**src/rtl/hex_display_ctrl.sv**
```systemverilog
// Binary-to-BCD converter (double dabble, one bit per cycle) feeding six decode7 digits.
// Optional leading-zero blanking is enabled by defining LEAD_ZERO_BLANK_EN.
module hex_display_ctrl (
  input  logic        clk,
  input  logic        reset,
  input  logic [19:0] value,
  input  logic        load,
  output logic        busy,
  output logic        done,
  output logic [23:0] digits,
  output logic [5:0]  blank,
  output logic        ovf
);

  // state  | meaning
  // IDLE   | waiting for load, outputs hold
  // SHIFT  | one double-dabble iteration per cycle, 20 cycles
  // COMMIT | publish digits/blank/ovf, pulse done
  typedef enum logic [1:0] {IDLE, SHIFT, COMMIT} state_t;

  state_t      state_q, state_d;
  logic [19:0] work_q, work_d;
  logic [23:0] bcd_q, bcd_d;
  logic [23:0] bcd_adj;
  logic [4:0]  cnt_q, cnt_d;
  logic        big_q, big_d;
  logic [23:0] digits_q, digits_d;
  logic        ovf_q, ovf_d;
  logic        done_q, done_d;

  always_comb begin
    bcd_adj = bcd_q;
    for (int i = 0; i < 6; i++) begin
      if (bcd_q[4*i +: 4] >= 4'd5) bcd_adj[4*i +: 4] = bcd_q[4*i +: 4] + 4'd3;
    end
  end

  always_comb begin
    state_d  = state_q;
    work_d   = work_q;
    bcd_d    = bcd_q;
    cnt_d    = cnt_q;
    big_d    = big_q;
    digits_d = digits_q;
    ovf_d    = ovf_q;
    done_d   = 1'b0;
    case (state_q)
      IDLE: begin
        if (load) begin
          work_d  = value;
          bcd_d   = '0;
          cnt_d   = '0;
          big_d   = (value > 20'd999999);
          state_d = SHIFT;
        end
      end
      SHIFT: begin
        {bcd_d, work_d} = {bcd_adj[22:0], work_q, 1'b0};
        cnt_d = cnt_q + 5'd1;
        if (cnt_q == 5'd19) state_d = COMMIT;
      end
      COMMIT: begin
        done_d   = 1'b1;
        ovf_d    = big_q;
        digits_d = big_q ? {6{4'd11}} : bcd_q;
        state_d  = IDLE;
      end
      default: state_d = IDLE;
    endcase
  end

  always_ff @(posedge clk or posedge reset) begin
    if (reset) begin
      state_q  <= IDLE;
      work_q   <= '0;
      bcd_q    <= '0;
      cnt_q    <= '0;
      big_q    <= 1'b0;
      digits_q <= '0;
      ovf_q    <= 1'b0;
      done_q   <= 1'b0;
    end else begin
      state_q  <= state_d;
      work_q   <= work_d;
      bcd_q    <= bcd_d;
      cnt_q    <= cnt_d;
      big_q    <= big_d;
      digits_q <= digits_d;
      ovf_q    <= ovf_d;
      done_q   <= done_d;
    end
  end

`ifdef LEAD_ZERO_BLANK_EN
  logic [5:0] blank_q, blank_d;
  logic [5:0] lz;

  // A digit is dark only if it and every digit above it are zero; digit 0 always lit.
  always_comb begin
    lz    = '0;
    lz[5] = (bcd_q[23:20] == 4'd0);
    for (int i = 4; i >= 1; i--) begin
      lz[i] = lz[i+1] && (bcd_q[4*i +: 4] == 4'd0);
    end
  end

  always_comb begin
    blank_d = blank_q;
    if (state_q == COMMIT) blank_d = big_q ? 6'b000000 : lz;
  end

  always_ff @(posedge clk or posedge reset) begin
    if (reset) blank_q <= 6'b111110;
    else       blank_q <= blank_d;
  end

  assign blank = blank_q;
`else
  assign blank = 6'b000000;
`endif

  assign busy   = (state_q != IDLE);
  assign done   = done_q;
  assign digits = digits_q;
  assign ovf    = ovf_q;

endmodule

```
**config.mk**
```make
export PLATFORM = sky130hd
export DESIGN_NAME = hex_display_ctrl
export DESIGN_NICKNAME = d
export VERILOG_FILES = /design/src/rtl/hex_display_ctrl.sv
export SDC_FILE = /design/constraint.sdc
export NUM_CORES = 1
export LEC_CHECK = 0
export ABC_AREA = 1
export CAP_MARGIN = 40
export CORE_MARGIN = 2
export CORE_UTILIZATION = 45
export CTS_BUF_LIST = sky130_fd_sc_hd__clkbuf_8 sky130_fd_sc_hd__clkbuf_16
export CTS_CLUSTER_SIZE = 25
export DETAILED_ROUTE_END_ITERATION = 10
export PLACE_DENSITY = 0.68
export SLEW_MARGIN = 20
export SYNTH_ARGS = -nofsm -noshare
export SYNTH_HDL_FRONTEND = slang
export SYNTH_SLANG_ARGS = --single-unit
```
**constraint.sdc**
```tcl
create_clock -name clk -period 4.1 [get_ports clk]
set_clock_uncertainty 0.1 [all_clocks]
set_input_delay 1.23 -clock clk [delete_from_list [all_inputs] [get_ports clk]]
set_output_delay 1.23 -clock clk [all_outputs]
set_load 0.005 [all_outputs]
```
==> results, run 1 <==
- Global routing used 22.8% of the available met1 tracks.
- Setup total negative slack on the finished layout was measured at 0 ns.
- The power per standard cell area is 698 mW/mm².
- The max-slew violation count came to 0.
- Among all flip-flop cells after synthesis, the most frequent one is dfrtp_1.
- By count the netlist is led by 139 x nand2_1, 78 x dfrtp_1, 62 x inv_1.
- The signal on the critical path passes through nor2_1 > inv_1 > clkdlybuf4s50_1.
- At the end of routability-driven placement, the weighted congestion stood at 0.837.
- Along the worst path, the maximum fanout reaches 4.
- The area added between synthesis and finish is 18.6%.
- The sequential area share after synthesis is 49.0%.
- The most common cell in the netlist is nand2_1.
- The final net count is 565.
- The worst stage delay on the critical path is 0.45 ns.
- Buffers added to address setup during post-CTS repair amount to 0.
- Using the TritonRoute via totals, the vias-per-cell ratio works out to 4.99.
- VDD sags by at most 0.228 mV.
- In this run the clock root is driven by a clkbuf_8.
- After detailed routing, the number of remaining DRC violations is 0.
- From bottom edge to top edge, the die measures 98.1 µm.
- Counting both buffers and inverters, the worst setup path holds a total of 2.
- The insertion delay to the later sink of the worst-skew pair is 0.35 ns.
- The die covers 0.00962 mm².
- Among all stages on the critical path, the largest delay is contributed by dfrtp_1.
- The area share of the largest cell type after synthesis is 49.0%.
- The leakage power summed over all cells is 2.37 nW.
- The required time reported for the critical path endpoint is 2.77 ns.
- The horizontal extent of the die is 98.1 µm.
- OpenSTA, run right after detailed placement, puts the worst setup slack at 1.19 ns.
- The dominant cell type by area after synthesis is dfrtp_1.
- The post-cts sizing count is 0.
- The number of different library cells used by synthesis comes to 26.
- The via count of the first global-routing pass is 3011.
- The setup check on the worst reg-to-reg path leaves a slack of 2.20 ns.
- Counting cells, the worst reg-to-reg path comes to 5.
- Setup repair after global routing left no endpoint under its margin.
- Counting the fill cells in the layout gives 782.
- The number of antenna violations at the first check in global routing was 0.
- The count of final hold-check violations is 0.
- The busiest layer in global routing is met2.
- The number of hold buffers added after CTS was 0.
- In this run, CTS created clock tree buffers numbering 9.
- Once the floorplan was initialized, standard cells occupied 46.1% of the core.
- For this block, the routed nets add up to 7.74 mm of wire.
- For this run the aggregate overflow at the end of global routing stands at 0.
- The flow ran to the end, and the final reports show no timing, DRC or antenna violations.
- The launching point of the worst reg2reg path is state_q[1]$_DFFE_PP0P_.
- Global routing used 27.8% of the available met2 tracks.
- At the pin with the least slew margin, the transition time is 0.727 ns.
- The overall global routing resource usage is 17.1%.
- Global routing used 2.72% of the available met3 tracks.
- The maximum buffer depth of the clock tree is 2.
- Setup slack on the critical path of the routed design comes to 1.24 ns.
- The family of cells with the greatest summed delay on the critical path is buffers and inverters.
- The port buffer count is 49.
- The clock transition time at the flip-flop clock pins of the worst setup and hold paths is 0.08 ns.
- The post-synthesis cell area is 0.00399 mm².
- The HPWL after detailed placement is 5.34 mm.
- The worst setup path is of the reg2out kind.
- The number of standard cells after synthesis is 483.
- The arrival time of the worst setup path is 1.53 ns.
- The I/O pin count is 56.
- The max-capacitance violation count is 0.
- The final count of negative-setup-slack endpoints is 0.
- The clock sink total is 78.
- The capture point of the worst reg-to-reg path is bcd_q[7]$_DFFE_PP0P_.
- The first detailed-routing pass took 4 iterations.
- The vias after detailed routing is 3197.
- The worst path uses 69.7% of the clock period.
- In this run the remaining antenna-violating nets after routing total 0.
- The path type of the worst min-delay path is reg2reg.
- The clock tree synthesis step divided the H-tree into 3 levels.
- Measured against its own limit, the worst slew margin works out to 51.5%.
- Timing would allow up to 350 MHz.
- After synthesis, the mean cell area works out to 8.25 µm².
- The floorplan core area is 0.00864 mm².
- The count of flip-flops with a built-in enable after synthesis is 0.
- The site row count is 34.
- Synthesis inferred 78 register bits.
- The number of antenna diodes in the final layout is 0.
- The initial DRC count is 149.
- By area the synthesized netlist is led by dfrtp_1 49%, nand2_1 13%, inv_1 5.8%.
- During synthesis, Yosys emitted a total of 0 warnings.
- Counting I/O delays and the setup requirement, the final critical path takes 2.86 ns.
- The startpoint of the lowest-slack hold path is bcd_q[21]$_DFFE_PP0P_.
- The post-route netlist has 9.01% of its cells at a drive strength greater than 1.
- For this run, asynchronously set or reset flops after synthesis account for 100%.
- The worst min-delay path endpoint is bcd_q[21]$_DFFE_PP0P_.
- The critical path startpoint category is a register.
- Entering global routing, the biggest net connects 46 pins.
- The endpoint type of the worst setup path is an output port.
- The wire length of the first global-routing pass is 13.5 mm.
- The average wire per standard cell is 12.1 µm.
- The hold-critical path depth is 2.
- TritonCTS built the clock tree.
==> routing by layer <==
metal  share of wire [%]  wire, µm  vias up
met2                  48      3750       66
li1                    -         -     1630
met1                  46      3590     1492
met3                 3.8       295        9
met4                 1.4       112        0
met5                   0         0        -
==> area by class of cell <==
class	instances	area (µm²)	share of cell area [%]
multi-input combinational	324	1650	35.0
clock inverter	4	70.1	1.48
timing repair buffer	51	518	11.0
sequential	78	1950	41.3
tap	108	135	2.86
clock buffer	11	151	3.20
inverter	65	246	5.22
==> per-stage QoR <==
stage               hold slack (ns)  cell area (µm²)  cells  total power [mW]  utilization (%)
floorplan                     0.349             4000    488              2.31                -
global placement              0.366             4500    626              2.61             52.1
detailed placement            0.371             4500    626              2.67             52.1
CTS                           0.390             4720    641              3.32             54.7
global route                  0.406             4720    641              3.61             54.7
finish                        0.382             4720    641              3.30             54.7
==> how the worst max path moves through the flow <==
stage                     slack, ns  cells past startpoint                   start                     end
after detailed placement       1.19                      6                    load  work_q[14]$_DFFE_PP0P_
after CTS                      1.21                      3  state_q[0]$_DFFE_PP0P_                    busy
after floorplan                0.77                      1                   reset    bcd_q[0]$_DFFE_PP0P_
after global routing           1.18                      3  state_q[0]$_DFFE_PP0P_                    busy
after global placement         1.23                      6                    load   work_q[7]$_DFFE_PP0P_
final                          1.24                      3  state_q[0]$_DFFE_PP0P_                    busy
==> state kept, by name, summed over array words and instances (netlist names) <==
register	count
bcd_q	24
big_q	1
cnt_q	5
digits	24
done	1
ovf	1
state_q	2
work_q	20
==> cells by family (layout without fill, tap and decap cells) <==
group | count (synthesis) | count (layout) | synth area share (%)
other cells | 1 | 6 | 0.0941
flops | 78 | 78 | 49.0
buf+inv | 86 | 131 | 10.0
fa+ha+maj | 13 | 13 | 4.08
simple gates | 225 | 225 | 23.9
xor+xnor | 1 | 1 | 0.220
compound gates | 79 | 79 | 12.7
==> cells in the final DEF, fill, tap and decap left out, types with 2 or more instances in the layout <==
| cell | n |
|---|---|
| a21oi_1 | 18 |
| bufinv_16 | 2 |
| clkbuf_8 | 11 |
| clkdlybuf4s50_1 | 49 |
| clkinv_2 | 2 |
| conb_1 | 6 |
| dfrtp_1 | 78 |
| ha_1 | 13 |
| inv_1 | 61 |
| inv_2 | 3 |
| nand2_1 | 139 |
| nand3_1 | 40 |
| nand4_1 | 15 |
| nor2_1 | 27 |
| o21ai_0 | 33 |
| o21ai_2 | 21 |
| o21bai_1 | 3 |
==> worst register-to-register path, delay by kind of cell (launching register included) <==
kind            cells  cell delay, ns
simple gates        2            0.50
flops               1            0.42
buf+inv             2            0.71
compound gates      1            0.09
==> power breakdown <==
group / total [mW] / switching (mW) / internal [mW]
Combinational: 1.40 / 0.837 / 0.567
Clock: 0.641 / 0.270 / 0.371
Sequential: 1.25 / 0.189 / 1.06
Total: 3.30 / 1.30 / 2.00
(Power assumes the default switching activity.)
==> run 2, diff against run 1 <==
==> constraint.sdc (replaced) <==
create_clock -name clk -period 2.78 [get_ports clk]
set_clock_uncertainty 0.1 [all_clocks]
set_input_delay 0.834 -clock clk [delete_from_list [all_inputs] [get_ports clk]]
set_output_delay 0.834 -clock clk [all_outputs]
set_load 0.005 [all_outputs]
==> run 2 against run 1 <==
Against the previous run:
- cell count increased by 0.47%
- sequential power increased by 48%
- clock-buffer cell count decreased by 2
- wire length increased by 1.4%
- sequential share of layout area decreased by 0.47 points
- register-to-register slack got worse by 1.4 ns
- critical path depth unchanged
- sequential cell count unchanged
- global-route usage increased by 0.20 points
- highest routed layer unchanged
==> results, run 2 (synthesis gave the netlist of run 1 again) <==
- The run finished with clean final reports.
- At the pin with the least slew margin, the transition time is 0.697 ns.
- The internal portion of the total power is 3.10 mW.
- Dividing the detail-routed wire length by the instance count gives 12.2 µm.
- Power spread over the standard cell area amounts to 1060 mW/mm².
- The insertion delay to the later sink of the worst-skew pair is 0.35 ns.
- The tightest hold path in the finished design has a slack of 0.387 ns.
- The worst setup path is captured at an output port.
- The pin count of the biggest net entering global routing is 42.
- The area added between synthesis and finish is 19.9%.
- The first global-routing pass estimated 13.6 mm of wire.
- Among all stages on the critical path, the largest delay is contributed by dfrtp_1.
- The max-slew violation count was 0.
- The relative contribution of sequential cells to total power is 36.6%.
- The clock root buffer master is clkbuf_8.
- The critical path class is reg2out.
- The largest voltage drop on the vdd net is 0.394 mV.
- Input and output buffers added on the ports amount to 49.
- The top cell types in the final layout, fill and taps aside, are 139 x nand2_1, 78 x dfrtp_1, 61 x inv_1.
- The antenna cell count is 0.
- In this run, post-CTS repair resized a total of 0 instances.
- The final count of negative-setup-slack endpoints is 0.
- The die covers 0.00962 mm².
- In this run the static leakage power is 2.39 nW.
- The region available for standard cell placement spans 0.00864 mm².
- Leaving out fill and tap cells, the most frequent cell in the layout is nand2_1.
- The via count of the first global-routing pass is 2947.
- In this run, CTS created clock tree buffers numbering 9.
- The max-capacitance violation count is 0.
- In this run the worst path has a maximum fanout of 4.
- Of the total power, the share spent switching nets is 38.7%.
- The family of cells with the greatest summed delay on the critical path is buffers and inverters.
- Summed over all failing endpoints, the final setup total negative slack is 0 ns.
- Summed over all layers, the routed wires come to 7.85 mm.
- The number of design rule violations left after detail routing is 0.
- The horizontal extent of the die is 98.1 µm.
- The initial standard-cell utilization of the core is 46.1%.
- The height of the chip is 98.1 µm.
- Once detail routing completed, the nets flagged for antenna violations numbered 0.
- Headroom to the max-slew limit came out at 53.5%.
- The number of antenna violations at the first check in global routing is 0.
- The initial DRC count is 133.
- The count of final hold-check violations came to 0.
- The clock transition time at the flip-flop clock pins of the worst setup and hold paths is 0.08 ns.
- The shortest clock period the worst path allows after layout is 2.45 ns.
- The via count normalized by instance count is 4.95.
- After clock tree synthesis, the setup repair step added 0 buffers.
- The switching power is 1.95 mW.
- In this run the deepest clock path goes through 2 buffers.
- Hold repair after CTS inserted 0 buffers.
- Based on the critical path, the design can be clocked at up to 408 MHz.
- The count of buffer and inverter cells on the critical path is 2.
- The total overflow left after global routing is 0.
- The overall global routing resource usage is 17.3%.
- Setup repair after global routing left no endpoint under its margin.
- The path type of the worst min-delay path is reg2reg.
- The post-route netlist has 9.51% of its cells at a drive strength greater than 1.
- At the worst endpoint, the required time is 1.85 ns.
- The sum of net half-perimeters after detailed placement is 5.46 mm.
- The pre-antenna-repair detailed-routing pass consisted of 6 iterations.
- The CTS H-tree depth is 3.
- The part of the total power dissipated in combinational logic is 41.1%.
- The net count of the finished layout is 567.
- The arrival time of the worst setup path is 1.51 ns.
- In this run the count of I/O pins placed on the die edge is 56.
- The clock network accounts for 22.2% of the total power.
- The routability congestion estimate from global placement is 0.776.
- The critical path startpoint category is a register.
- The period utilization is 88.1%.
- TritonCTS built the clock tree.
- The clock sink total is 78.
- Traced cell by cell, the critical path runs through nor2_1 > inv_1 > clkdlybuf4s50_1.
- The routed layout has 3188 vias.
- In this design, the stage delay of the slowest critical-path cell is 0.45 ns.
- The floorplan has 34 rows.
[run 2: stage by stage]
stage	power [mW]	area [µm²]	instances	setup WS [ns]	utilization, %
CTS	5.08	4780	644	0.297	55.3
global placement	3.85	4510	628	0.558	52.2
floorplan	3.41	4010	488	0.964	-
detailed placement	3.95	4510	628	0.494	52.2
global route	5.50	4780	644	0.208	55.3
finish	5.05	4780	644	0.331	55.3
[run 2: per-layer routing]
layer  track usage (%)  vias to the layer above  wire length [µm]
met3              3.01                       10               313
li1                  -                     1636                 -
met5                 0                        -                 0
met2              28.2                       64              3690
met1              23.0                     1478              3730
met4              6.94                        0               111
[run 2: path summary, 6_finish.rpt]
| check | from | end | slack, ns | cells past startpoint |
|---|---|---|---|---|
| worst max register to register | state_q[1]$_DFFE_PP0P_ | bcd_q[3]$_DFFE_PP0P_ | 0.84 | 5 |
| worst min register to register | work_q[0]$_DFFE_PP0P_ | work_q[0]$_DFFE_PP0P_ | 0.39 | 2 |
| worst min-delay path | work_q[0]$_DFFE_PP0P_ | work_q[0]$_DFFE_PP0P_ | 0.39 | 2 |
| max in group asynchronous | reset | work_q[6]$_DFFE_PP0P_ | 1.34 | 3 |
| min in group asynchronous | reset | bcd_q[3]$_DFFE_PP0P_ | 0.86 | 3 |
| worst max-delay path | state_q[0]$_DFFE_PP0P_ | busy | 0.33 | 3 |
[run 2: tightest hold or removal path, cell delays in order, from the launching register on]
cell	delay [ns]
dfrtp_1	0.35
nand2_1	0.05
nand2_1	0.06
[run 2: area by class of cell]
| cell class | instances | area, µm² |
|---|---|---|
| clock inverters | 7 | 145 |
| repair buffers | 53 | 520 |
| multi-input cells | 324 | 1650 |
| well taps | 108 | 135 |
| inverters | 65 | 250 |
| fillers | 818 | 3860 |
| flip-flops and latches | 78 | 1950 |
| clock buffers | 9 | 124 |
[run 2: power groups by stage]
stage	clock [mW]	sequential, mW	combinational (mW)
floorplan	0	1.82	1.59
detailed placement	0	1.87	2.08
global route	1.19	1.91	2.40
global placement	0	1.86	2.00
finish	1.12	1.85	2.08
CTS	1.15	1.85	2.09
